--- config.mk ---
export PLATFORM = sky130hd
export DESIGN_NAME = vga_timing_gen
export DESIGN_NICKNAME = d
export VERILOG_FILES = /design/src/rtl/vga_timing_gen.sv
export SDC_FILE = /design/constraint.sdc
export NUM_CORES = 1
export LEC_CHECK = 0
export BUFFER_PORTS_ARGS = -buffer_cell sky130_fd_sc_hd__buf_2
export CAP_MARGIN = 20
export CORE_UTILIZATION = 40
export CTS_BUF_LIST = sky130_fd_sc_hd__clkbuf_16
export DETAILED_ROUTE_END_ITERATION = 10
export GPL_TIMING_DRIVEN = 1
export MAX_ROUTING_LAYER = met4
export PLACE_DENSITY = 0.69
export SLEW_MARGIN = 25
export SYNTH_ARGS = -nofsm -noshare
export SYNTH_HDL_FRONTEND = slang
export SYNTH_SLANG_ARGS = --single-unit
--- constraint.sdc ---
create_clock -name vga_clk_25 -period 2.3 [get_ports vga_clk_25]
set_input_delay 0.46 -clock vga_clk_25 [delete_from_list [all_inputs] [get_ports vga_clk_25]]
set_output_delay 0.46 -clock vga_clk_25 [all_outputs]
set_load 0.02 [all_outputs]
--- src/rtl/vga_timing_gen.sv ---
// vga_timing_gen: 640x480@60 Hz VGA timing generator and pixel output stage.
// Free-running h/v counters; sync, enable, request and frame_start decode
// combinationally from the registered counters. The request coordinates lead
// the active window by one clock, so a renderer with one registered stage
// returns pixel_data exactly when vga_en is high.
// Optional build macro: VGA_TEST_PATTERN_EN adds input test_mode, which
// replaces pixel_data with eight 80-pixel vertical colour bars.
module vga_timing_gen #(
    parameter logic [9:0] H_SYNC  = 10'd96,
    parameter logic [9:0] H_BACK  = 10'd48,
    parameter logic [9:0] H_DISP  = 10'd640,
    parameter logic [9:0] H_FRONT = 10'd16,
    parameter logic [9:0] V_SYNC  = 10'd2,
    parameter logic [9:0] V_BACK  = 10'd33,
    parameter logic [9:0] V_DISP  = 10'd480,
    parameter logic [9:0] V_FRONT = 10'd10,
    parameter int         RGB_W   = 16
) (
    input  logic             vga_clk_25,
    input  logic             rst_n,
`ifdef VGA_TEST_PATTERN_EN
    input  logic             test_mode,
`endif
    input  logic [RGB_W-1:0] pixel_data,
    output logic [9:0]       pixel_xpos,
    output logic [9:0]       pixel_ypos,
    output logic             data_req,
    output logic             vga_en,
    output logic             vga_hs,
    output logic             vga_vs,
    output logic [RGB_W-1:0] vga_rgb,
    output logic             frame_start
);

    localparam logic [9:0] H_TOTAL     = H_SYNC + H_BACK + H_DISP + H_FRONT;
    localparam logic [9:0] V_TOTAL     = V_SYNC + V_BACK + V_DISP + V_FRONT;
    localparam logic [9:0] H_ACT_START = H_SYNC + H_BACK;
    localparam logic [9:0] H_ACT_END   = H_ACT_START + H_DISP;
    localparam logic [9:0] H_REQ_START = H_ACT_START - 10'd1;
    localparam logic [9:0] H_REQ_END   = H_ACT_END - 10'd1;
    localparam logic [9:0] V_ACT_START = V_SYNC + V_BACK;
    localparam logic [9:0] V_ACT_END   = V_ACT_START + V_DISP;

    logic [9:0]       h_cnt;
    logic [9:0]       v_cnt;
    logic             v_act;
    logic [RGB_W-1:0] rgb_src;

    // Horizontal counter wraps each line; vertical advances only on that wrap.
    always_ff @(posedge vga_clk_25 or negedge rst_n) begin
        if (!rst_n) begin
            h_cnt <= 10'd0;
            v_cnt <= 10'd0;
        end else if (h_cnt == H_TOTAL - 10'd1) begin
            h_cnt <= 10'd0;
            if (v_cnt == V_TOTAL - 10'd1)
                v_cnt <= 10'd0;
            else
                v_cnt <= v_cnt + 10'd1;
        end else begin
            h_cnt <= h_cnt + 10'd1;
        end
    end

    // Sync, window and request decode from the registered counters.
    always_comb begin
        v_act       = (v_cnt >= V_ACT_START) && (v_cnt < V_ACT_END);
        vga_hs      = (h_cnt >= H_SYNC);
        vga_vs      = (v_cnt >= V_SYNC);
        vga_en      = v_act && (h_cnt >= H_ACT_START) && (h_cnt < H_ACT_END);
        data_req    = v_act && (h_cnt >= H_REQ_START) && (h_cnt < H_REQ_END);
        frame_start = (h_cnt == 10'd0) && (v_cnt == 10'd0);
        // Subtractions are only exposed inside the request window.
        pixel_xpos  = data_req ? (h_cnt - H_REQ_START) : 10'd0;
        pixel_ypos  = data_req ? (v_cnt - V_ACT_START) : 10'd0;
    end

`ifdef VGA_TEST_PATTERN_EN
    logic [9:0] bar_idx;

    // Colour source: bar pattern in test mode, renderer data otherwise.
    always_comb begin
        bar_idx = (h_cnt - H_ACT_START) / 10'd80;
        rgb_src = pixel_data;
        if (test_mode) begin
            case (bar_idx)
                10'd0:   rgb_src = RGB_W'(16'hFFFF);
                10'd1:   rgb_src = RGB_W'(16'hFFE0);
                10'd2:   rgb_src = RGB_W'(16'h07FF);
                10'd3:   rgb_src = RGB_W'(16'h07E0);
                10'd4:   rgb_src = RGB_W'(16'hF81F);
                10'd5:   rgb_src = RGB_W'(16'hF800);
                10'd6:   rgb_src = RGB_W'(16'h001F);
                default: rgb_src = RGB_W'(16'h0000);
            endcase
        end
    end
`else
    // Colour source is always the renderer in the default build.
    always_comb begin
        rgb_src = pixel_data;
    end
`endif

    // Blank the DAC outside the active window; no added latency.
    always_comb begin
        vga_rgb = vga_en ? rgb_src : '0;
    end

endmodule

==> impl_results.md, run 1 <==
* Outcome: complete, but fails checks
* Violated checks: setup timing
* Placed Cells at approximately 320
* Routed length per instance at 14.1 um
* Post-Syn Nets at 225
* Chip height at approximately 66 um
* DRT Pass-1 Iters at 4
* Part of the cycle the worst path needs at 105%
* Compound-gate portion of the synthesized area at 9.49%
* Slowest CP cell: dfrtp_1
* Worst vdd ir at approximately 0.00022 V
* Top delay family on crit path: compound AO/OA/AOI/OAI gates
* Core area at 4000 um2
* Seq cells post-synth at 20
* DRT antenna net count at 0
* Row cnt at 23
* Hold WC Path Type: in2async
* Drt initial violations at a little over 80
* Area share of fa/ha/maj cells after synthesis at under 10%
* FFs w/ async S/R, synth at 100%
* Clock root cell: clkbuf_16
* Lkg Pwr at 1.21 nW
* Grt ovf at 0
* Type of the worst setup path: reg2out
* Clock skew at around 0.0042 ns
* Worst setup SP type: flop
* Worst Tran Pin Value at 0.465 ns
* CP required at between 1.5 and 2 ns
* RSZ-0062 raised after global routing: yes
* Setup-failing EPs final at 37
* Minimum clock period at roughly 2.4 ns
* PD cells at 346 nW/um2
* Vias at about 1800
* CTS tree: done
* Sequential area share after synthesis at 30.1%
* Clk sinks at 20
* Routed wire length at ~4.6 mm
* Final worst-path setup slack at -0.105 ns
* Crit path DAT at ~1.9 ns
* Largest net degree at the start of global routing at 21
* Max-Cap Viols at 0
* Fin. Hold Viols at 0
* Synth Cell Area at 1660 um2
* Number of flops mapped to enable cells by yosys at 0
* Highest Clock Rate at around 0.42 GHz
* CP Cell Sequence: ha_2 -> and3_2 -> o21a_2 -> o22ai_4 -> buf_6 -> nor3_1 -> buf_2
* Clock Latency Late Sink at approximately 0.26 ns
* Htree depth at 1
* First-pass GRT wire length at 7.60 mm
* Max Root-Sink Buffers at 2
* Die footprint at 4420 um2
* Area Overhead vs Synth at 48.8%
* Post-synthesis mux area share at approximately 1.3%
* Layout Cells excl Fill at 328
* CTS Hold Bufs at 0
* Total GRT Usage at 23.4%
* Layout cells sized above 1 at 45.3%
* Combinational family with the most area after synthesis: simple AND/OR/NAND/NOR gates
* Gpl congestion at between 0.9 and 1
* CP endpoint kind: output port
* Top FF cell, synth: dfrtp_1
* Pins Over Slew Limit at 0
* Number of global-route vias before repair at approximately 1700
* Number of fill cells at approximately 330
* Layout Nets at 302
* Synth Area in XOR/XNOR at between 10% and 20%
* # diodes at 0
* IO Pins at between 50 and 60
* Syn Inst Count at a little over 200
* Synth warnings at 0
* Distinct cells, synth at between 40 and 50
* Worst slew margin at 69.0%
* R2R Setup Slk at 0.41 ns
* CP Max Fanout at 10
* Post-layout util at 61.8%
* Post-DR vias/cell at roughly 5.4
* TritonCTS buffer count at 3
* Dpl hpwl at between 3 and 4 mm
* Residual DRC count at 0
* CP max stage delay at roughly 0.39 ns
* Post-synthesis simple-gate area fraction at between 30% and 40%
* I/O Buffers at 58
* Synthesized area per cell at between 8 and 9 um2
* Crit path buffers/inverters at 2
* Initial antenna violation count at 0
* Die Span X at 66.5 um
* Initial Util at just over 40%
* Clock transition at path regs at 0.06 ns
## worst paths after layout
check / start / to / cells after the start
setup / recovery: h_cnt[1]$_DFF_PN0_ / pixel_ypos[3] / 7
setup reg to reg: h_cnt[4]$_DFF_PN0_ / v_cnt[4]$_DFFE_PN0N_ / 5
min in group vga_clk_25: h_cnt[0]$_DFF_PN0_ / h_cnt[0]$_DFF_PN0_ / 2
hold reg to reg: h_cnt[0]$_DFF_PN0_ / h_cnt[0]$_DFF_PN0_ / 2
hold / removal: rst_n / v_cnt[8]$_DFFE_PN0N_ / 1
max in group asynchronous: rst_n / v_cnt[7]$_DFFE_PN0N_ / 1
## final cells by class
| class | instances | area, um2 | area share, % |
|---|---|---|---|
| Multi-Input combinational cell | 156 | 1180 | 47.7 |
| Timing Repair Buffer | 92 | 602 | 24.3 |
| Tap cell | 50 | 62.6 | 2.53 |
| Sequential cell | 20 | 502 | 20.3 |
| Clock buffer | 3 | 75.1 | 3.04 |
| Inverter | 6 | 22.5 | 0.911 |
| Clock inverter | 1 | 30.0 | 1.21 |
## per-layer routing
layer	up-vias	GRT usage (%)	share of wire (%)
met5	-	-	0
met4	0	9.57	2.7
met3	11	2.74	6.4
met2	101	37.5	48
met1	794	29.9	43
li1	854	-	-
## registers in the layout, summed over array words and instances, names as in the netlist
name / cells
v_cnt: 10
h_cnt: 10
## synth_stat cells, drive strengths merged (3+ instances only)
library cell	n	area [um2]
and4	3	26.3
and2	21	131
nor2b	3	18.8
ha	5	62.6
nand4	8	50.1
xnor2	13	114
nand3	12	60.1
nor2	10	37.5
clkbuf	9	35.0
o21ai	4	20.0
inv	6	22.5
a21oi	6	33.8
xor2	8	70.1
nor3b	4	30.0
nand2	7	26.3
or3	4	30.0
nor4	3	33.8
nor3	24	120
dfrtp	20	500
and3	3	18.8
buf	11	63.8
## power breakdown
part	switching (mW)	leakage [nW]	internal (mW)
Clock	0.139	0.0511	0.346
Combinational	0.00914	0.891	0.00998
Sequential	0	0.263	0.352
## what timing repair did
| item | in CTS | in global routing |
|---|---|---|
| setup endpoints to repair | 39 | 39 |
| pin swaps | 11 | 5 |
| hold endpoints to repair | 0 | 0 |
| buffers inserted | 7 | 0 |
| resized for setup | 18 | 14 |
## cells in the final DEF (no fill, tap or decap), types with 2 or more instances in the layout
cell,instances
buf_2,50
buf_4,37
and2_1,20
dfrtp_1,19
nor3_1,13
xnor2_1,13
nand3_1,12
nor2_1,10
nor3_2,10
xor2_1,8
nand4_1,8
nand2_1,7
inv_1,6
a21oi_1,5
nor2b_1,3
nor4_4,3
or3_1,3
o21ai_0,3
ha_1,3
clkbuf_16,3
buf_6,3
and4_1,2
a31oi_1,2
and3_1,2
nor3b_2,2
nor3b_1,2
ha_2,2
buf_12,2
## per-stage QoR
stage | TNS (ns) | area, um2 | setup slack, ns | hold WS [ns] | total power, mW
after CTS | -3.00 | 2420 | -0.104 | 0.171 | 0.862
final | -2.79 | 2470 | -0.105 | 0.151 | 0.855
after global routing | -5.48 | 2470 | -0.168 | 0.193 | 0.877
after global placement | 0 | 2200 | 0.0827 | 0.439 | 0.378
after detailed placement | 0 | 2200 | 0.0349 | 0.439 | 0.378
after floorplan | -0.814 | 1710 | -0.102 | 0.164 | 0.359
## kinds of logic after synthesis
kind of cell / count (synthesis)
AOI/OAI and AO/OA: 22
muxes: 2
adders and majority gates: 5
DFF: 20
xor gates and xnor gates: 21
buffers and inverters: 26
and+or+nand+nor: 106
No activity file was read; power rests on OpenSTA's default activity.
==> run 2, diff against run 1 <==
- clock period: 2.3 -> 2.1 ns (I/O delays scaled with it)
==> run 2 against run 1 <==
The flow still finishes with violations (setup timing). Final cell count up 5.5%. Clock power down 16%. Total power down 4.6%. Die area unchanged. Wire length up 27%. Register-to-register slack worse by 0.21 ns. Utilization up 15 points. Critical path depth up 1. Critical path type unchanged.
==> impl_results.md, run 2 (synthesized netlist as in run 1, its figures left out) <==
* Outcome: complete, but fails checks
* Violated checks: setup timing
* DRT Pass-1 Iters at 4 (unchanged)
* Global routing usage on met2 at 43.8% (+6.3 points)
* Design area at 3070 um2 (+24%)
* Clock Latency Late Sink at 0.26 ns (about the same)
* I/O Buffers at 58 (unchanged)
* Worst Tran Pin Value at 0.476 ns (+0.0114 ns)
* Total GRT Usage at 25.6% (+2.3 points)
* IO Pins at 59 (unchanged)
* Pins Over Slew Limit at 0 (unchanged)
* R2R Setup Slk at 0.20 ns (-0.21 ns)
* Max Root-Sink Buffers at 2 (unchanged)
* Hold WC Path Type: in2async
* P_int at 0.651 mW (-8.0%)
* TritonCTS buffer count at 3 (unchanged)
* Final worst-path setup slack at -0.437 ns (-0.332 ns)
* Part of the cycle the worst path needs at 121%
* Dpl hpwl at 3.73 mm (+13%)
* RSZ-0062 raised after global routing: yes
* Commonest cells after routing, fill and taps aside: buf_4, buf_6, dfrtp_1, buf_2
* Post-Place Setup Slack at -0.0820 ns (-0.117 ns)
* Commonest non-fill, non-tap cell in the layout: buf_4
* DRT antenna net count at 0 (unchanged)
* Gpl congestion at 0.907 (-0.96%)
* Chip height at 66.5 um (unchanged)
* Lkg Pwr at 1.50 nW (+25%)
* Routed length per instance at 16.9 um (+20%)
* Most used routing layer: met2
* Routed wire length at 5.86 mm (+27%)
* CP required at 1.68 ns (-0.16 ns)
* Met1 Use GR at 31.5% (+1.7 points)
* CTS tree: done
* Layout Nets at 320 (+6.0%)
* Residual DRC count at 0 (unchanged)
* Max-Cap Viols at 0 (unchanged)
* Clock root cell: clkbuf_16
* Initial antenna violation count at 0 (unchanged)
* Flop pwr share at 47.2% (+6.1 points)
* Post-Route Setup TNS at -13.36 ns (-10.58 ns)
* Highest Clock Rate at about 0.39 GHz
* Setup-failing EPs final at 40 (+8.1%)
* Combinational share of power at 2.9% (+0.7 points)
* Core area at 4000 um2 (unchanged)
* Clock transition at path regs at 0.06 ns (about the same)
* Row cnt at 23 (unchanged)
* Die Span X at 66.5 um (unchanged)
* Number of global-route vias before repair at 1714 (+3.0%)
* Fin. Hold Viols at 0 (unchanged)
* Type of the worst setup path: reg2out
* Number of fill cells at 251 (-23%)
* Initial Util at 41.5% (unchanged)
* Switching part of the total power at 20.3% (+3.0 points)
* Worst vdd ir at 0.000303 V (+35%)
* Clock power frac at 49.9% (-6.7 points)
* Layout cells sized above 1 at 56.4% (+11 points)
* Area Overhead vs Synth at 84.9%
* Die footprint at 4420 um2 (unchanged)
* P_sw at 0.165 mW (+12%)
* Worst setup SP type: flop
* Clk sinks at 20 (unchanged)
* PnR Total Power at 0.816 mW (-4.6%)
* Drt initial violations at 104 (+27%)
* Post-DR vias/cell at 5.44 (+1.3%)
* Largest net degree at the start of global routing at 21 (unchanged)
* PD cells at 266 nW/um2 (-23%)
* # diodes at 0 (unchanged)
* Placed cell area at 2590 um2 (+18%)
* CP endpoint kind: output port
* Crit path DAT at 2.12 ns (+0.18 ns)
* Largest registers: h_cnt: 10 flops, v_cnt: 10 flops
* Vias at 1881 (+6.9%)
* Grt ovf at 0 (unchanged)
* Worst slew margin at 68.3% (-0.76 points)
* CTS Hold Bufs at 0 (unchanged)
* Clock skew at 0.00241 ns (-0.00179 ns)
* First-pass GRT wire length at 8.25 mm (+8.5%)
* Htree depth at 1 (unchanged)
* Minimum clock period at around 2.5 ns
* GR met3 Demand/Resource at 3.94% (+1.2 points)
* CP Max Fanout at 7 (-3)
run 2: through the flow:
step	utilization [%]	hold slack (ns)	cells
global route	76.8	0.141	346
floorplan	-	0.124	202
finish	76.8	0.114	346
CTS	72.3	0.129	341
global placement	64.8	0.394	334
detailed placement	64.8	0.401	334
run 2: power by group through the flow:
stage,registers [mW],logic (mW),clock network [mW]
floorplan,0.393,0.000275,0
global placement,0.392,0.0217,0
detailed placement,0.392,0.0226,0
CTS,0.385,0.0228,0.411
global route,0.385,0.0259,0.427
finish,0.385,0.0235,0.407
run 2: critical path, cell delays in order, from the launching register on:
cell and delay [ns]:
dfrtp_1 0.38, or3_4 0.43, nor3_2 0.16, buf_4 0.16
o22ai_4 0.08, buf_12 0.14, buf_12 0.15, nor3b_4 0.20
buf_6 0.15
run 2: what timing repair did:
action                                  4_1_cts  5_1_grt
buffers inserted                              2        6
cloned                                        1        0
endpoints found under the setup margin       40       42
pin swaps                                    11       14
resized for setup                            53       46
run 2: cell type report:
| cell class | count | area [um2] | area share, % |
|---|---|---|---|
| inverter | 6 | 22.5 | 0.733 |
| clock buffer | 3 | 75.1 | 2.44 |
| multi-input combinational | 156 | 1400 | 45.5 |
| tap | 50 | 62.6 | 2.04 |
| timing repair buffer | 110 | 1010 | 32.8 |
| clock inverter | 1 | 3.75 | 0.122 |
| sequential | 20 | 502 | 16.3 |
run 2: worst paths after layout:
| check | from | cells past startpoint | end |
|---|---|---|---|
| max in group asynchronous | rst_n | 1 | v_cnt[2]$_DFFE_PN0N_ |
| min | rst_n | 1 | v_cnt[5]$_DFFE_PN0N_ |
| min reg2reg | h_cnt[0]$_DFF_PN0_ | 2 | h_cnt[0]$_DFF_PN0_ |
| min in group vga_clk_25 | h_cnt[0]$_DFF_PN0_ | 2 | h_cnt[0]$_DFF_PN0_ |
| max reg2reg | h_cnt[0]$_DFF_PN0_ | 7 | v_cnt[4]$_DFFE_PN0N_ |
| max | h_cnt[6]$_DFF_PN0_ | 8 | pixel_xpos[1] |
run 2: layer usage:
| layer | wire [um] | part of all wire [%] |
|---|---|---|
| met2 | 3210 | 55 |
| met3 | 276 | 4.7 |
| met5 | 0 | 0 |
| met4 | 68 | 1.2 |
| met1 | 2300 | 39 |
==> run 3, diff against run 2 <==
- ABC_AREA: not set -> 1
- PLACE_DENSITY: 0.69 -> 0.67
==> run 3 against run 2 <==
The run still ends with setup timing left. First-iteration DRC count decreased by 16%. Utilization shrank 13 points. Synthesized cell count increased by 49%. Final cell count increased by 26%. Sequential share of layout area is 1.3 points higher. Register-to-register slack improved by 0.21 ns. Sequential power hardly changed.
==> impl_results.md, run 3 <==
* CP required at 1.68 ns (about the same)
* Post-synth top cells: nand2_1, inv_1, nor2_1, nor2_2, nand3_1
* Clock skew at 0.00285 ns (+0.000435 ns)
* Dpl hpwl at 3.77 mm (+1.1%)
* CP Max Fanout at 5 (-2)
* Vias at 2191 (+16%)
* Routed wire length at 5.37 mm (-8.4%)
* Violated checks: setup timing
* Core area at 4500 um2 (+13%)
* First-pass GRT wire length at 8.22 mm (-0.34%)
* Combinational share of power at 3.9% (+1.0 points)
* Number of flops mapped to enable cells by yosys at 0 (unchanged)
* Chip height at 71.5 um (+7.6%)
* Clock transition at path regs at 0.06 ns (about the same)
* Max Root-Sink Buffers at 2 (unchanged)
* Lkg Pwr at 1.54 nW (+2.5%)
* Largest net degree at the start of global routing at 21 (unchanged)
* Syn Inst Count at 301 (+49%)
* IO Pins at 59 (unchanged)
* Worst setup SP type: flop
* Commonest non-fill, non-tap cell in the layout: nand2_1
* Number of global-route vias before repair at 1927 (+12%)
* Minimum clock period at 2.23 ns (-0.310 ns)
* Layout Nets at 407 (+27%)
* Hold WC Path Type: in2async
* Post-layout util at 63.7% (-13 points)
* Design area at 2870 um2 (-6.6%)
* Synthesized area per cell at 6.42 um2 (-22%)
* TritonCTS buffer count at 3 (unchanged)
* Sequential area share after synthesis at 25.9% (-4.2 points)
* Gpl congestion at 0.949 (+4.7%)
* Seq cells post-synth at 20 (unchanged)
* Clock power frac at 49.7% (-0.2 points)
* Crit path DAT at 1.81 ns (-0.31 ns)
* Fin. Hold Viols at 0 (unchanged)
* Synth Cell Area at 1930 um2 (+16%)
* CP endpoint kind: output port
* Total GRT Usage at 20.6% (-5.0 points)
* CTS tree: done
* DRT Pass-1 Iters at 4 (unchanged)
* Htree depth at 1 (unchanged)
* Cell taking the most area after synthesis: dfrtp_1
* # diodes at 0 (unchanged)
* Die Span X at 71.5 um (+7.6%)
* Max-Cap Viols at 0 (unchanged)
* Routed length per instance at 12.3 um (-27%)
* Drt initial violations at 87 (-16%)
* Synth warnings at 0 (unchanged)
* Worst slew margin at 68.2% (-0.10 points)
* Grt ovf at 0 (unchanged)
* Switching part of the total power at 21.3% (+1.1 points)
* PnR Total Power at 0.830 mW (+1.7%)
* Distinct cells, synth at 26 (-38%)
* Number of fill cells at 416 (+66%)
* Largest registers: h_cnt: 10 flops, v_cnt: 10 flops
* Residual DRC count at 0 (unchanged)
* Largest cells by area after synthesis: dfrtp_1, nand2_1, inv_1, nor2_2, nor2_1
* Pins Over Slew Limit at 0 (unchanged)
* Post-DR vias/cell at 5.04 (-7.4%)
* PD cells at 289 nW/um2 (+8.8%)
* RSZ-0062 raised after global routing: yes
* Yosys top cell area share at 25.9% (-4.2 points)
* Initial antenna violation count at 0 (unchanged)
* Area Overhead vs Synth at 48.5%
* Top FF cell, synth: dfrtp_1
* Post-Syn Nets at 324 (+44%)
* Most numerous cell in the Yosys netlist: nand2_1
* Worst vdd ir at 0.000260 V (-14%)
* P_sw at 0.177 mW (+7.0%)
* Initial Util at 42.9% (+1.3 points)
* Flop pwr share at 46.4% (-0.8 points)
* Post-Route Setup TNS at -3.20 ns (+10.16 ns)
* Type of the worst setup path: reg2out
* Clock Latency Late Sink at 0.26 ns (about the same)
* FFs w/ async S/R, synth at 100% (unchanged)
* Row cnt at 24 (+4.3%)
* Setup-failing EPs final at 38 (-5.0%)
* Die footprint at 5110 um2 (+16%)
* Clk sinks at 20 (unchanged)
* Outcome: complete, but fails checks
* Final worst-path setup slack at -0.127 ns (+0.310 ns)
* Part of the cycle the worst path needs at 106% (-15 points)
* Worst Tran Pin Value at 0.477 ns (+0.00156 ns)
* Commonest cells after routing, fill and taps aside: nand2_1, inv_1, buf_2, buf_4, nor2_1
* DRT antenna net count at 0 (unchanged)
* Clock root cell: clkbuf_16
* CTS Hold Bufs at 0 (unchanged)
* Highest Clock Rate at 0.449 GHz (+14%)
* Placed cell area at 2350 um2 (-9.2%)
* P_int at 0.653 mW (+0.32%)
* I/O Buffers at 58 (unchanged)
* Layout cells sized above 1 at 44.6% (-12 points)
==> run 3: cell count changes in the layout (fill, tap and decap cells not counted), moves of 15 or more <==
| cell | change |
|---|---|
| nand2_1 | +62 |
| inv_1 | +34 |
| buf_6 | -25 |
| nor2_4 | +19 |
| nor2_2 | +15 |
==> run 3: stage by stage <==
step / worst slack [ns] / cells / hold slack, ns
after floorplan: 0.0787 / 301 / 0.124
after global placement: 0.104 / 419 / 0.401
after detailed placement: 0.0342 / 419 / 0.404
after CTS: -0.106 / 425 / 0.132
after global routing: -0.216 / 435 / 0.152
final: -0.127 / 435 / 0.117
==> run 3: repair_timing <==
action / in CTS / in global routing
pin swaps: 7 / 8
cloned: 0 / 3
gates resized for setup: 52 / 45
setup endpoints to repair: 39 / 40
buffers inserted: 2 / 7
==> run 3: layer usage <==
| metal | vias to the layer above | routed length (um) | track usage (%) |
|---|---|---|---|
| met5 | - | 0 | - |
| met4 | 0 | 70 | 6.75 |
| met3 | 8 | 287 | 1.97 |
| met2 | 74 | 2640 | 36.9 |
| met1 | 1005 | 2370 | 24.3 |
| li1 | 1104 | - | - |
==> run 3: cells by family after synthesis <==
group,after synthesis,share of synthesized area (%)
AOI/OAI and AO/OA,23,6.09
adders and majority gates,5,3.24
buffers and inverters,57,12.6
and+or+nand+nor,186,47.6
xor gates and xnor gates,10,4.53
DFF,20,25.9
==> run 3: final timing paths <==
kind	startpoint	end	slack, ns	cells after the start
worst max-delay path	v_cnt[0]$_DFFE_PN0N_	pixel_xpos[5]	-0.13	10
worst min-delay path	rst_n	v_cnt[8]$_DFFE_PN0N_	0.12	1
worst max register to register	h_cnt[1]$_DFF_PN0_	v_cnt[6]$_DFFE_PN0N_	0.41	9
worst min register to register	h_cnt[8]$_DFF_PN0_	h_cnt[8]$_DFF_PN0_	0.60	1
max in group asynchronous	rst_n	v_cnt[7]$_DFFE_PN0N_	1.63	1
min in group vga_clk_25	h_cnt[8]$_DFF_PN0_	h_cnt[8]$_DFF_PN0_	0.60	1
==> run 3: power groups by stage <==
stage | clock network (mW) | logic [mW] | registers (mW)
global placement | 0 | 0.0307 | 0.392
CTS | 0.410 | 0.0316 | 0.385
finish | 0.412 | 0.0323 | 0.385
floorplan | 0 | 0.00730 | 0.393
detailed placement | 0 | 0.0313 | 0.392
global route | 0.427 | 0.0361 | 0.385
==> run 3: cell type report <==
class	count	area (um2)	share of cell area, %
Sequential cell	20	505	17.6
Inverter	51	193	6.72
Clock buffer	3	75.1	2.62
Tap cell	52	65.1	2.27
Multi-Input combinational cell	226	1410	49.1
Clock inverter	1	3.75	0.131
Timing Repair Buffer	82	619	21.6
==> run 3: critical path, stage by stage, from the launching register on <==
cell,delay (ns)
dfrtp_1,0.38
ha_2,0.19
inv_2,0.08
nand3_4,0.12
nor2_4,0.11
nor2_2,0.04
nor2_2,0.12
nand2_4,0.11
clkbuf_16,0.18
nor2_2,0.08
buf_4,0.14
